### src/rtl/uart_pkg.sv
// Shared definitions for the UART frame receiver: parity modes, FSM states
// and the baud divider calculation.
package uart_pkg;

  localparam int unsigned PAR_NONE = 0;
  localparam int unsigned PAR_ODD  = 1;
  localparam int unsigned PAR_EVEN = 2;

  localparam int unsigned STATE_W = 3;

  typedef enum logic [STATE_W-1:0] {
    ST_IDLE      = 3'd0,
    ST_START     = 3'd1,
    ST_DATA      = 3'd2,
    ST_PARITY    = 3'd3,
    ST_STOP      = 3'd4,
    ST_WAIT_IDLE = 3'd5
  } rx_state_e;

  // Clock cycles per bit on the line.
  function automatic int unsigned calc_baud_div(input int unsigned clock_freq,
                                                input int unsigned baud);
    return clock_freq / baud;
  endfunction

endpackage

### src/rtl/uart_rx_sync.sv
// Two-flop synchronizer (preset to idle-high) plus a falling-edge detector.
// The detector stays disarmed until the pipeline holds real line samples.
module uart_rx_sync (
  input  logic i_sysclk,
  input  logic i_sysrst,
  input  logic i_uart_rx,
  output logic rx_line,
  output logic rx_fall_c
);

  logic [1:0] sync_q;
  logic [1:0] fill_q;
  logic       prev_q;

  // prev_q only becomes 1 from a genuine high sample, so a line held low
  // through reset release never looks like a 1->0 edge.
  always_ff @(posedge i_sysclk or posedge i_sysrst) begin
    if (i_sysrst) begin
      sync_q <= 2'b11;
      fill_q <= 2'b00;
      prev_q <= 1'b0;
    end else begin
      sync_q <= {sync_q[0], i_uart_rx};
      fill_q <= {fill_q[0], 1'b1};
      prev_q <= sync_q[1] & fill_q[1];
    end
  end

  assign rx_line   = sync_q[1];
  assign rx_fall_c = prev_q & ~sync_q[1];

endmodule

### src/rtl/uart_frame_rx.sv
// UART frame receiver: majority-voted mid-bit sampling, optional parity,
// one or two stop bits, frame/break detection and a one-cycle valid pulse.
module uart_frame_rx
  import uart_pkg::*;
#(
  parameter int unsigned CLOCK_FREQ = 50_000_000,
  parameter int unsigned BAUD       = 9600,
  parameter int unsigned DATA_BITS  = 8,
  parameter int unsigned PARITY     = 0,
  parameter int unsigned STOP_BITS  = 1
) (
  input  logic                 i_sysclk,
  input  logic                 i_sysrst,
  input  logic                 i_uart_rx,
  output logic [DATA_BITS-1:0] o_rx_data,
  output logic                 o_rx_valid,
  output logic                 o_parity_err,
  output logic                 o_frame_err,
  output logic                 o_break,
  output logic                 o_busy
);

  localparam int unsigned BAUD_DIV = calc_baud_div(CLOCK_FREQ, BAUD);
  localparam int unsigned MID      = (BAUD_DIV - 1) / 2;
  localparam int unsigned CNT_W    = $clog2(BAUD_DIV);
  localparam int unsigned BIT_W    = 4;
  localparam logic        ODD_PAR  = (PARITY == PAR_ODD);
  localparam logic        HAS_PAR  = (PARITY != PAR_NONE);

  if (DATA_BITS < 5 || DATA_BITS > 9) begin : g_bad_data_bits
    $error("uart_frame_rx: DATA_BITS must be 5..9");
  end
  if (STOP_BITS < 1 || STOP_BITS > 2) begin : g_bad_stop_bits
    $error("uart_frame_rx: STOP_BITS must be 1 or 2");
  end
  if (BAUD_DIV < 8) begin : g_bad_baud_div
    $error("uart_frame_rx: CLOCK_FREQ/BAUD must be >= 8");
  end
  if (PARITY > PAR_EVEN) begin : g_bad_parity
    $error("uart_frame_rx: PARITY must be 0, 1 or 2");
  end

  logic rx_line;
  logic rx_fall_c;

  uart_rx_sync u_sync (
    .i_sysclk  (i_sysclk),
    .i_sysrst  (i_sysrst),
    .i_uart_rx (i_uart_rx),
    .rx_line   (rx_line),
    .rx_fall_c (rx_fall_c)
  );

  rx_state_e            state_q, state_n;
  logic [CNT_W-1:0]     cnt_q, cnt_n;
  logic [BIT_W-1:0]     bit_q, bit_n;
  logic                 s0_q, s0_n;
  logic                 s1_q, s1_n;
  logic [DATA_BITS-1:0] shreg_q, shreg_n;
  logic                 par_err_q, par_err_n;
  logic                 frm_err_q, frm_err_n;
  logic                 zero_q, zero_n;
  logic [DATA_BITS-1:0] data_n;
  logic                 valid_n, pe_n, fe_n, brk_n, busy_n;

  logic at_m1_c, at_mid_c, at_vote_c, at_wrap_c, vote_c, last_stop_c, stop_bad_c;

  assign at_m1_c     = (cnt_q == CNT_W'(MID - 1));
  assign at_mid_c    = (cnt_q == CNT_W'(MID));
  assign at_vote_c   = (cnt_q == CNT_W'(MID + 1));
  assign at_wrap_c   = (cnt_q == CNT_W'(BAUD_DIV - 1));
  assign vote_c      = (s0_q & s1_q) | (s0_q & rx_line) | (s1_q & rx_line);
  assign last_stop_c = (bit_q == BIT_W'(STOP_BITS - 1));
  assign stop_bad_c  = frm_err_q | ~vote_c;

  // Next-state and datapath logic; the final stop bit ends the frame at its
  // vote point rather than at its end so the next start edge is not missed.
  always_comb begin
    state_n   = state_q;
    cnt_n     = at_wrap_c ? '0 : cnt_q + 1'b1;
    bit_n     = bit_q;
    s0_n      = at_m1_c  ? rx_line : s0_q;
    s1_n      = at_mid_c ? rx_line : s1_q;
    shreg_n   = shreg_q;
    par_err_n = par_err_q;
    frm_err_n = frm_err_q;
    zero_n    = zero_q;
    data_n    = o_rx_data;
    valid_n   = 1'b0;
    pe_n      = o_parity_err;
    fe_n      = o_frame_err;
    brk_n     = o_break;

    case (state_q)
      ST_IDLE: begin
        cnt_n = '0;
        bit_n = '0;
        if (rx_fall_c) begin
          state_n   = ST_START;
          par_err_n = 1'b0;
          frm_err_n = 1'b0;
          zero_n    = 1'b1;
        end
      end

      ST_START: begin
        if (at_vote_c && vote_c) begin
          state_n = ST_IDLE;
        end else if (at_wrap_c) begin
          state_n = ST_DATA;
        end
      end

      ST_DATA: begin
        if (at_vote_c) begin
          shreg_n = {vote_c, shreg_q[DATA_BITS-1:1]};
          if (vote_c) zero_n = 1'b0;
        end
        if (at_wrap_c) begin
          if (bit_q == BIT_W'(DATA_BITS - 1)) begin
            bit_n   = '0;
            state_n = HAS_PAR ? ST_PARITY : ST_STOP;
          end else begin
            bit_n = bit_q + 1'b1;
          end
        end
      end

      ST_PARITY: begin
        if (at_vote_c) begin
          par_err_n = (^{shreg_q, vote_c}) ^ ODD_PAR;
          if (vote_c) zero_n = 1'b0;
        end
        if (at_wrap_c) state_n = ST_STOP;
      end

      ST_STOP: begin
        if (at_vote_c) begin
          if (last_stop_c) begin
            data_n  = shreg_q;
            valid_n = 1'b1;
            pe_n    = par_err_q;
            fe_n    = stop_bad_c;
            brk_n   = zero_q & ~vote_c;
            state_n = stop_bad_c ? ST_WAIT_IDLE : ST_IDLE;
          end else begin
            if (!vote_c) frm_err_n = 1'b1;
            if (vote_c)  zero_n    = 1'b0;
          end
        end else if (at_wrap_c) begin
          bit_n = bit_q + 1'b1;
        end
      end

      ST_WAIT_IDLE: begin
        cnt_n = '0;
        if (rx_line) state_n = ST_IDLE;
      end

      default: state_n = ST_IDLE;
    endcase

    busy_n = (state_n != ST_IDLE);
  end

  always_ff @(posedge i_sysclk or posedge i_sysrst) begin
    if (i_sysrst) begin
      state_q      <= ST_IDLE;
      cnt_q        <= '0;
      bit_q        <= '0;
      s0_q         <= 1'b1;
      s1_q         <= 1'b1;
      shreg_q      <= '0;
      par_err_q    <= 1'b0;
      frm_err_q    <= 1'b0;
      zero_q       <= 1'b0;
      o_rx_data    <= '0;
      o_rx_valid   <= 1'b0;
      o_parity_err <= 1'b0;
      o_frame_err  <= 1'b0;
      o_break      <= 1'b0;
      o_busy       <= 1'b0;
    end else begin
      state_q      <= state_n;
      cnt_q        <= cnt_n;
      bit_q        <= bit_n;
      s0_q         <= s0_n;
      s1_q         <= s1_n;
      shreg_q      <= shreg_n;
      par_err_q    <= par_err_n;
      frm_err_q    <= frm_err_n;
      zero_q       <= zero_n;
      o_rx_data    <= data_n;
      o_rx_valid   <= valid_n;
      o_parity_err <= pe_n;
      o_frame_err  <= fe_n;
      o_break      <= brk_n;
      o_busy       <= busy_n;
    end
  end

endmodule

### config.mk
export PLATFORM = sky130hd
export DESIGN_NAME = uart_frame_rx
export DESIGN_NICKNAME = d
export VERILOG_FILES = /design/src/rtl/uart_pkg.sv /design/src/rtl/uart_rx_sync.sv /design/src/rtl/uart_frame_rx.sv
export SDC_FILE = /design/constraint.sdc
export NUM_CORES = 1
export LEC_CHECK = 0
export ABC_CLOCK_PERIOD_IN_PS = 1960
export CAP_MARGIN = 15
export CORE_MARGIN = 5
export CORE_UTILIZATION = 57
export DETAILED_ROUTE_END_ITERATION = 16
export PLACE_DENSITY = 0.79
export SETUP_SLACK_MARGIN = 0.5
export SLEW_MARGIN = 20
export SYNTH_ARGS = -nofsm -noshare
export SYNTH_HDL_FRONTEND = slang
export SYNTH_SLANG_ARGS = --single-unit
### constraint.sdc
create_clock -name i_sysclk -period 1.96 [get_ports i_sysclk]
set_input_delay 0.49 -clock i_sysclk [delete_from_list [all_inputs] [get_ports i_sysclk]]
set_output_delay 0.49 -clock i_sysclk [all_outputs]
set_load 0.02 [all_outputs]
# [After elaboration in Yosys (flattened, before gate mapping)]
# Cells that the tools add are included.
# W data, S select, Z words.
[word_totals] regBits=51 inputBits=3 output_inout_bits=13 wordCells=101
[classes] addsub=2 n_eq_ne=19 n_mux=34 bitwise=11 reduce_logical=17
[ops] cell="$eq A13 B12 Y1 const B" n=3
[ops] cell="$mux W3" n=10
[ops] cell="$mux W13" n=2
[ops] cell="$pmux W3 S6" n=1
[ops] cell="$mux W4" n=4
[ops] cell="$ne A2 B2 Y1 const B" n=8
[ops] cell="$add A13 B1 Y13 const B" n=1
[ops] cell="$eq A13 B13 Y1 const B" n=1
[ops] cell="$mux W1" n=13
[ops] cell="$pmux W4 S3" n=1
[ops] cell="$reduce_and A5 Y1" n=2
[ops] cell="$reduce_bool A3 Y1" n=3
[ops] cell="$reduce_xor A9 Y1" n=1
[ops] cell="$and A1 B1 Y1" n=6
[ops] cell="$eq A3 B2 Y1 const B" n=2
[ops] cell="$eq A3 B3 Y1 const B" n=2
[ops] cell="$reduce_and A3 Y1" n=2
[ops] cell="$add A4 B1 Y4 const B" n=1
[ops] cell="$eq A4 B3 Y1 const B" n=1
[ops] cell="$logic_not A4 Y1" n=1
[ops] cell="$pmux W1 S2" n=2
[ops] cell="$reduce_and A4 Y1" n=1
[ops] cell="$reduce_bool A2 Y1" n=2
[ops] cell="$reduce_or A2 Y1" n=2
[ops] cell="8 further kinds" n=11

# [Depth between registers and ports, before layout]
# Gate-level depths: netlist of the first run.
[logic_depth] ltp_word=10 depth_mapped=8

# [Hierarchy]
# Synthesis of the first run repeated with hierarchy kept, for this count alone.
[unflattened] cells_unflattened=234 area_unflattened_um2=2528.7
[modules_own_cells] module="uart_frame_rx" n_inst=1 cells_each=225 area_per_inst_um2=2377.3 seq_area_each_um2=1153.6
[modules_own_cells] module="uart_rx_sync" n_inst=1 cells_each=9 area_per_inst_um2=151.4 seq_area_each_um2=127.6

# [Least setup slack after synthesis of the first run]
# Ideal clock, no wire load.
[synth_path] kind="flip-flop to flip-flop" from="register cnt_q[0]" to="register shreg_q[0]" setup_ps=125 arrival_ps=1609 required_ps=1835 slack_ps=226 path_stages_with_launch=7 n_path_buf=0 synth_period_minus_slack_ps=1734 cell_sequence="dfrtp_1 inv_1 ha_1 and2_1 nand4_4 nor3_4 mux2_2"
[synth_between] elab_chain_len=2
[synth_lines] item="start: declaration" line="uart_frame_rx.sv:55" text="logic [CNT_W-1:0] cnt_q, cnt_n;"
[synth_lines] item="start signal: assignment" line="uart_frame_rx.sv:185" text="cnt_q <= cnt_n;"
[synth_lines] item="$eq A13 B12 Y1" line="uart_frame_rx.sv:70" text="assign at_vote_c = (cnt_q == CNT_W'(MID + 1));"
[synth_lines] item="$reduce_and A2 Y1 (no line)"
[synth_lines] item="end signal: assignment" line="uart_frame_rx.sv:189" text="shreg_q <= shreg_n;"
[synth_lines] item="end: declaration" line="uart_frame_rx.sv:59" text="logic [DATA_BITS-1:0] shreg_q, shreg_n;"
# Every way passes these cells.
# A chain may end at the register's enable or synchronous reset.

# [Worst setup path after layout of the first run]
[layout_path] from="register cnt_q[1]" to="register o_busy"
[layout_between] elab_chain_len=5 word_cells_on_any_way=10
[layout_lines] item="$eq A13 B13 Y1 / $eq A13 B12 Y1 (equally long branches)" line="uart_frame_rx.sv:71, uart_frame_rx.sv:70"
[layout_lines] item="$mux W3 / $logic_and A1 B1 Y1 (equally long branches)" line="uart_frame_rx.sv:109, uart_frame_rx.sv:107"
[layout_lines] item="$mux W3" line="uart_frame_rx.sv:107" text="if (at_vote_c && vote_c) begin"
[layout_lines] item="$pmux W3 S6 *" line="uart_frame_rx.sv:94" text="case (state_q)"
[layout_lines] item="$reduce_bool A3 Y1 *" line="uart_frame_rx.sv:163" text="busy_n = (state_n != ST_IDLE);"
[layout_lines] item="net busy_n" line="uart_frame_rx.sv:64" text="logic valid_n, pe_n, fe_n, brk_n, busy_n;"
[layout_lines] item="end signal: assignment" line="uart_frame_rx.sv:198" text="o_busy <= busy_n;"
[layout_lines] item="end: declaration" line="uart_frame_rx.sv:20" text="output logic o_busy"
# Mark *: on every way through the listed nets, which the timed path passes. The rest lies on a longest branch.

==> impl_metrics.ini, run 1 <==
[status]
status = finished clean

[critical_path]
crit_chain = inv_1 > ha_2 > and2_4 > nand4_4 > or3_4 > a21oi_4 > o2111ai_2
worst-setup-path-type = reg -> reg
slowest_delay_ns = 0.44
crit_path_start = cnt_q[1]
r2r_start = cnt_q[1]
critPathArrivalTime_ns = 1.94
crit_required_ns = 2.14
critPathCaptureType = flop
cp_num_buf_inv = 1
slowest_stage = dfrtp_1
start_kind = flop
critPathMaxFanout = 4
crit_family = simple AND/OR/NAND/NOR gates

[finish]
synthToLayoutAreaGrowth_pct = 36.6
final_cells = 354
filler_cell_count = 253
diodes = 0
drive_above_1_share = 0.457
finalNetCount = 309

[placed_design]
portBuffers = 15
place_congestion = 0.827
dp.cells = 320
dp_worst_setup_slack_ns = 0.0997
dp_hpwl_microns = 3270

[synthesis]
synth_area_sq_mm = 0.00252
synth_mux_area_frac = 0.0565
syn_inst = 250
ys_types = 52
synth_fp_nets = 258
synth_xor_area_frac = 0.0659
synthAdderAreaFrac = 0.0332
synth_seq_cells = 51
yosysSeqAreaShare = 0.507
yosysWarnings = 0
synth_top_family_by_area = simple AND/OR/NAND/NOR gates
synth_compound_area_frac = 0.0555
synthSimpleGateAreaFrac = 0.249
syn_avg_cell_area_sq_um = 10.1

[floorplan]
die_x_microns = 76.6
core_sq_mm = 0.00432
std_cell_rows = 24
die_y_microns = 76.6
initial_core_util = 0.584
boundaryPins = 16
die_area_sq_mm = 0.00586

[grt]
antenna_found_initial = 0
grtUsageTotal = 0.192
grt_pass1_wl_microns = 9280
first_global_vias = 2008
grt_max_degree = 30
overflow = 0

[clock_tree]
insertion_delay_ns = 0.32
cts_buffer_depth = 2
htreeDepth = 2
clock_sinks = 51
root_buffer = clkbuf_8
cts_tree = built
cts_buffers = 5
cts.clk_slew.worst_paths_ns = 0.09

[drt]
drcViolationCount = 0
dr.pass1.iters = 4
route.vias.total = 1972
drtIter0Drc = 132
detail-route-antenna-nets = 0
routed_via_density = 5.57
detail_route.wl_per_cell_microns = 17.2
drt_wl_total_microns = 6100

[sta]
fmax_mhz = 569
final.setup.tns_ns = 0
hold_violations = 0
finalSetupViolations = 0
finClkSkew_ns = 0.00867
finalCritPeriodShare = 0.897
worst_slack_ns = 0.201
finalCriticalPeriod_ns = 1.76
rsz0062_at_grt = yes
slew_viol_final = 0

[flow_run]
maxCapViolCount = 0

[min_path]
hp-start = u_sync.fill_q[0]
holdCritPathClass = reg -> reg

[power]
p_leak_nw = 1.54
ir_drop_uv = 719
power_density_mw_per_mm2 = 703
==> cell type report <==
type                    instances  area, sq um  share of cell area
repair buffers                 53          447               0.130
clock inverters                 3         20.0             0.00581
well taps                      52         65.1              0.0189
inverters                       9         37.5              0.0109
flip-flops and latches         51         1280               0.372
multi-input cells             181         1530               0.443
clock buffers                   5         68.8              0.0200
==> registers in the layout, summed over array words and instances, names as in the netlist <==
name           count
zero_q             1
o_rx_data          8
o_busy             1
bit_q              4
u_sync.sync_q      2
u_sync.prev_q      1
u_sync.fill_q      2
o_frame_err        1
s1_q               1
s0_q               1
o_rx_valid         1
cnt_q             13
o_break            1
o_parity_err       1
state_q            3
frm_err_q          1
par_err_q          1
shreg_q            8
==> stage by stage <==
step	utilization	hold slack [ns]	power (mW)	instance area, sq um
finish	0.797	0.357	2.42	3450
global placement	0.653	0.332	1.47	2820
global route	0.797	0.367	2.54	3450
floorplan	-	0.331	1.40	2570
detailed placement	0.653	0.339	1.49	2820
CTS	0.726	0.360	2.18	3140
==> metal layers <==
metal  global-route usage  vias up  routed length (microns)
li1                     -      934                        -
met1                0.243      962                     2520
met2                0.309       57                     3170
met3               0.0449       19                      245
met4               0.0909        0                      172
met5                    0        -                        0
==> timing repair <==
action	CTS	global route
hold buffers	0	0
pin swaps	8	30
gates resized for setup	63	85
setup buffers	16	9
endpoints found under the hold margin	0	0
gates cloned	1	0
endpoints found under the setup margin	44	56
==> kinds of logic after synthesis <==
| kind of cell | Yosys count |
|---|---|
| simple gates | 118 |
| mux | 13 |
| flops | 51 |
| fa+ha+maj | 7 |
| buf+inv | 18 |
| xor+xnor | 19 |
| other cells | 1 |
| compound gates | 23 |
==> synth_stat cells (all sizes together) <==
cell type   n  area (sq um)
a211oi      1          7.51
o2bb2ai     1          8.76
xor2        6          52.6
dfstp       4           105
or3         2          12.5
maj3        2          21.3
dfrtp      47          1180
o21ai      11          55.1
mux2       10           113
and4b       1          10.0
a21oi       5          28.8
nor4bb      1          10.0
nor4        1          6.26
nand2b      2          12.5
clkbuf      2          7.51
and3b       1          8.76
o21a        2          15.0
nand2      50           188
nor3b       2          15.0
nand3b      2          15.0
and3        4          25.0
ha          5          62.6
nor4b       2          23.8
nand3       7          40.0
xnor2      13           114
o2111ai     1          8.76
or3b        1          8.76
nand4       5          46.3
nor3        5          36.3
inv         9          33.8
or4         1          7.51
nor2       22          92.6
o22a        1          8.76
conb        1          3.75
and4bb      2          25.0
mux2i       3          30.0
nor2b       2          12.5
a21o        1          7.51
buf         7          36.3
and4        1          8.76
and2        4          25.0
==> worst register-to-register path: stages, from the launching register on <==
cell and delay (ns):
dfrtp_1 0.44, inv_1 0.08, ha_2 0.17, and2_4 0.15
nand4_4 0.13, or3_4 0.37, a21oi_4 0.16, o2111ai_2 0.12
==> worst paths after layout <==
kind	slack (ns)	depth (start not counted)	end
max in group asynchronous	1.05	3	bit_q[3]
min in group asynchronous	0.46	2	frm_err_q
max	0.20	7	o_busy
min	0.36	0	u_sync.fill_q[1]
max reg2reg	0.20	7	o_busy
min reg2reg	0.36	0	u_sync.fill_q[1]
==> report_power, final <==
group / switching (mW) / total (mW) / internal, mW
logic: 0.322 / 0.634 / 0.312
clock network: 0.362 / 0.611 / 0.249
registers: 0.0668 / 1.18 / 1.11
==> placed cells by master (no fill, tap or decap), drive strengths merged, types with 3 or more instances in the layout <==
cell | netlist | final
mux2i | 3 | 3
clkinvlp | 0 | 3
o21ai | 11 | 11
nor2 | 22 | 22
dfrtp | 47 | 47
ha | 5 | 5
nor3 | 5 | 5
nand4 | 5 | 5
mux2 | 10 | 10
dfstp | 4 | 4
inv | 9 | 8
nand2 | 50 | 50
nand3 | 7 | 7
xnor2 | 13 | 13
clkbuf | 2 | 7
a21oi | 5 | 5
clkdlybuf4s15 | 0 | 3
xor2 | 6 | 6
and3 | 4 | 4
buf | 7 | 46
and2 | 4 | 4
No activity file was read; power rests on OpenSTA's default activity.
==> inputs of run 2 (changes only) <==
--- a/config.mk
+++ b/config.mk
@@ -5,13 +5,16 @@
 export SDC_FILE = /design/constraint.sdc
 export NUM_CORES = 1
 export LEC_CHECK = 0
-export ABC_CLOCK_PERIOD_IN_PS = 1960
+export ABC_CLOCK_PERIOD_IN_PS = 2000
 export CAP_MARGIN = 15
+export CELL_PAD_IN_SITES_DETAIL_PLACEMENT = 2
+export CELL_PAD_IN_SITES_GLOBAL_PLACEMENT = 2
 export CORE_MARGIN = 5
-export CORE_UTILIZATION = 57
+export CORE_UTILIZATION = 38
 export DETAILED_ROUTE_END_ITERATION = 16
-export PLACE_DENSITY = 0.79
+export PLACE_DENSITY = 0.8
 export SETUP_SLACK_MARGIN = 0.5
+export SKIP_LAST_GASP = 1
 export SLEW_MARGIN = 20
 export SYNTH_ARGS = -nofsm -noshare
 export SYNTH_HDL_FRONTEND = slang
==> constraint.sdc (replaced) <==
create_clock -name i_sysclk -period 2 [get_ports i_sysclk]
set_input_delay 0.5 -clock i_sysclk [delete_from_list [all_inputs] [get_ports i_sysclk]]
set_output_delay 0.5 -clock i_sysclk [all_outputs]
set_load 0.02 [all_outputs]
==> impl_metrics.ini, run 2 (synthesis gave the netlist of run 1 again) <==
[floorplan]
boundaryPins = 16
std_cell_rows = 29
die_y_microns = 91.5
die_x_microns = 91.5
core_sq_mm = 0.00642
die_area_sq_mm = 0.00838
initial_core_util = 0.393

[power]
ir_drop_uv = 583
p_leak_nw = 1.57
p_total_mw = 2.47
power_density_mw_per_mm2 = 693

[critical_path]
crit_required_ns = 2.22
slowest_delay_ns = 0.45
cpMostUsedCell = nand2_1
r2r_start = cnt_q[0]
critPathCaptureType = flop
crit_chain = inv_2 > ha_4 > and2_4 > nand4_4 > buf_6 > or3_4 > nand2_1 > nand2_1
critPathMaxFanout = 5
worst-setup-path-type = reg -> reg
critPathArrivalTime_ns = 2.09
start_kind = flop
slowest_stage = dfrtp_1
crit_path_start = cnt_q[0]

[sta]
finalCritPeriodShare = 0.935
fmax_mhz = 535
finalSetupViolations = 0
finClkSkew_ns = 0.0151
rsz0062_at_grt = yes
slew_viol_final = 0
final.setup.tns_ns = 0
hold_violations = 0
finalCriticalPeriod_ns = 1.87

[drt]
drtIter0Drc = 93
route.vias.total = 2175
drcViolationCount = 0
routed_via_density = 5.65
detail-route-antenna-nets = 0
drt_wl_total_microns = 10400
detail_route.wl_per_cell_microns = 27.0
dr.pass1.iters = 4

[grt]
grt_max_degree = 52
grtUsageTotal = 0.202
use_met1 = 0.242
grt_use_met3 = 0.0355
grtUsageMet2 = 0.369
overflow = 0
antenna_found_initial = 0
grt_pass1_wl_microns = 12900
first_global_vias = 2217
grt_busiest_layer = met2

[status]
status = finished clean

[flow_run]
maxCapViolCount = 0

[finish]
filler_cell_count = 629
drive_above_1_share = 0.526
final_cell_mix = dfrtp_1, nand2_1, buf_4
reg_top3 = cnt_q (13), o_rx_data (8), shreg_q (8)
largest_reg_flops = 13
layout_commonest_cell = dfrtp_1
regArea_sq_mm = 0.00129
multi_input_area_sq_mm = 0.00155
synthToLayoutAreaGrowth_pct = 41.0
finalNetCount = 315
diodes = 0
stdcell_area_sq_mm = 0.00356
top_register = cnt_q

[min_path]
hp-start = u_sync.sync_q[0]
holdCritPathClass = reg -> reg

[clock_tree]
root_buffer = clkbuf_8
htreeDepth = 2
insertion_delay_ns = 0.33
cts.clk_slew.worst_paths_ns = 0.11
clock_sinks = 51
cts_buffers = 5
holdBufCountCts = 0
cts_buffer_depth = 2
cts_tree = built

[placed_design]
place_congestion = 0.715
place_area_sq_mm = 0.00284
portBuffers = 15
dp_hpwl_microns = 4600
run 2: cell types whose count changed in the layout (fill, tap and decap cells not counted), sizes merged:
cell      before  now
buf           46   51
clkbuf         7    8
clkinvlp       3    1
inv            8    9
or3            2    3
run 2: routing by layer:
layer	routed length, microns	part of all wire	vias up
li1	-	-	956
met1	4260	0.41	1140
met2	5580	0.54	59
met3	321	0.031	20
met4	235	0.023	0
met5	0	0	-
run 2: metrics by stage:
stage | util | hold WS (ns) | std cells | setup WS, ns
2_1_floorplan | - | 0.331 | 250 | 0.277
3_3_place_gp | 0.442 | 0.332 | 343 | 0.170
3_5_place_dp | 0.442 | 0.341 | 343 | 0.0799
4_1_cts | 0.501 | 0.365 | 368 | 0.228
5_1_grt | 0.554 | 0.370 | 385 | 0.0459
6_report | 0.554 | 0.355 | 385 | 0.131
run 2: timing repair:
action,CTS,global route
setup buffers,17,14
setup endpoints to repair,59,56
resized for setup,70,90
hold endpoints to repair,0,0
gates cloned,0,3
pin swaps,14,40
run 2: path summary, 6_finish.rpt:
check	slack [ns]	endpoint	cells after the start
max	0.13	o_rx_data[6]	8
max in group asynchronous	1.12	u_sync.sync_q[0]	3
min in group asynchronous	0.60	o_rx_data[3]	3
min	0.36	u_sync.sync_q[1]	0
max reg2reg	0.13	o_rx_data[6]	8
min reg2reg	0.36	u_sync.sync_q[1]	0
run 2: critical path: cells and delay by family (launching register included):
family / cells / cell delay, ns
buffers and inverters: 2 / 0.30
adders and majority gates: 1 / 0.14
and+or+nand+nor: 5 / 0.89
DFF: 1 / 0.45
run 2: power by group:
group | internal, mW | switching [mW] | leakage (nW)
clock network | 0.285 | 0.402 | 0.0516
registers | 1.09 | 0.0813 | 0.667
logic | 0.280 | 0.326 | 0.848
total | 1.66 | 0.810 | 1.57
run 2: final cells by class:
cell class,instances,area share
Multi-Input combinational cell,182,0.434
Sequential cell,51,0.362
Timing Repair Buffer,58,0.139
Tap cell,77,0.0271
Clock buffer,6,0.0232
Inverter,9,0.0105
Clock inverter,2,0.00387
==> inputs of run 3 (changes only) <==
--- a/config.mk
+++ b/config.mk
@@ -9,11 +9,11 @@
 export CAP_MARGIN = 15
 export CELL_PAD_IN_SITES_DETAIL_PLACEMENT = 2
 export CELL_PAD_IN_SITES_GLOBAL_PLACEMENT = 2
-export CORE_MARGIN = 5
 export CORE_UTILIZATION = 38
 export DETAILED_ROUTE_END_ITERATION = 16
 export PLACE_DENSITY = 0.8
 export SETUP_SLACK_MARGIN = 0.5
+export SKIP_CTS_REPAIR_TIMING = 1
 export SKIP_LAST_GASP = 1
 export SLEW_MARGIN = 20
 export SYNTH_ARGS = -nofsm -noshare
==> impl_metrics.ini, run 3 (synthesis gave the netlist of run 1 again) <==
[drt]
drt_wl_total_microns = 7810
route.vias.total = 2034
detail-route-antenna-nets = 0
routed_via_density = 5.51
detail_route.wl_per_cell_microns = 21.2
drtIter0Drc = 45
dr.pass1.iters = 4
drcViolationCount = 0

[critical_path]
critPathArrivalTime_ns = 2.04
start_kind = flop
r2r_slack_ns = 0.13
critPathMaxFanout = 5
crit_required_ns = 2.17
worst-setup-path-type = reg -> reg
critPathCaptureType = flop

[finish]
finalNetCount = 299
top_register = cnt_q
diodes = 0
reg_top3 = cnt_q (13), o_rx_data (8), shreg_q (8)
final_cell_mix = nand2_1, dfrtp_1, nor2_1
final_cells = 369
stdcell_area_sq_mm = 0.00328
drive_above_1_share = 0.301
synthToLayoutAreaGrowth_pct = 30.0
layout_commonest_cell = nand2_1
largest_reg_flops = 13

[power]
p_leak_nw = 1.66
power_density_mw_per_mm2 = 688
ir_drop_uv = 528

[grt]
grtUsageTotal = 0.189
grt_max_degree = 20
grt_pass1_wl_microns = 10400
first_global_vias = 2030
grt_use_met3 = 0.0307
grt_busiest_layer = met2
use_met1 = 0.249
grtUsageMet2 = 0.313
overflow = 0
antenna_found_initial = 0

[clock_tree]
cts.clk_slew.worst_paths_ns = 0.10
clock_sinks = 51
cts_buffers = 5
insertion_delay_ns = 0.32
root_buffer = clkbuf_8
cts_buffer_depth = 2
cts_tree = built
htreeDepth = 2

[sta]
finalCritPeriodShare = 0.935
rsz0062_at_grt = yes
hold_violations = 0
finalSetupViolations = 0
slew_viol_final = 0
finClkSkew_ns = 0.0122
final.setup.tns_ns = 0
worst_slack_ns = 0.130
timing.hold.ws_ns = 0.362
finalCriticalPeriod_ns = 1.87
fmax_mhz = 535

[floorplan]
std_cell_rows = 29
initial_core_util = 0.395
core_sq_mm = 0.00639
die_area_sq_mm = 0.00697
die_y_microns = 83.5
die_x_microns = 83.5
boundaryPins = 16

[status]
status = finished clean

[placed_design]
dp.cells = 343
place_area_sq_mm = 0.00285
place_congestion = 0.730
dp_worst_setup_slack_ns = 0.0732
dp_hpwl_microns = 4280
portBuffers = 15

[min_path]
holdCritPathClass = reg -> reg

[flow_run]
maxCapViolCount = 0
==> run 3: power by group <==
| part | internal (mW) | switching [mW] | total, mW |
|---|---|---|---|
| registers | 1.10 | 0.0937 | 1.19 |
| logic | 0.194 | 0.219 | 0.413 |
| clock network | 0.284 | 0.370 | 0.654 |
==> run 3: worst max-delay path, stage by stage, from the launching register on <==
cell       delay, ns
dfrtp_1         0.44
and4bb_2        0.40
nand4_4         0.16
or3_1           0.35
a21oi_2         0.19
o2111ai_1       0.18
==> run 3: path summary, 6_finish.rpt <==
path,startpoint,end,cells after the start
setup / recovery,cnt_q[12],o_busy,5
hold / removal,u_sync.fill_q[0],u_sync.fill_q[1],0
setup reg to reg,cnt_q[12],o_busy,5
hold reg to reg,u_sync.fill_q[0],u_sync.fill_q[1],0
max in group asynchronous,i_sysrst,cnt_q[5],3
min in group asynchronous,i_sysrst,o_rx_data[3],2
==> run 3: layout make-up <==
type                    count  area [sq um]
fillers                   666          3100
multi-input cells         181          1310
flip-flops and latches     51          1290
repair buffers             43           457
well taps                  77          96.3
clock buffers               6          82.6
inverters                   9          37.5
clock inverters             2          13.8
==> run 3: through the flow <==
stage	total power [mW]	util
CTS	2.14	0.462
global placement	1.45	0.447
global route	2.37	0.514
finish	2.26	0.514
floorplan	1.37	-
detailed placement	1.48	0.447
==> run 3: per-layer routing <==
| metal | routed length, microns | vias up |
|---|---|---|
| li1 | - | 922 |
| met1 | 3370 | 1061 |
| met2 | 4050 | 39 |
| met3 | 243 | 12 |
| met4 | 143 | 0 |
| met5 | 0 | - |
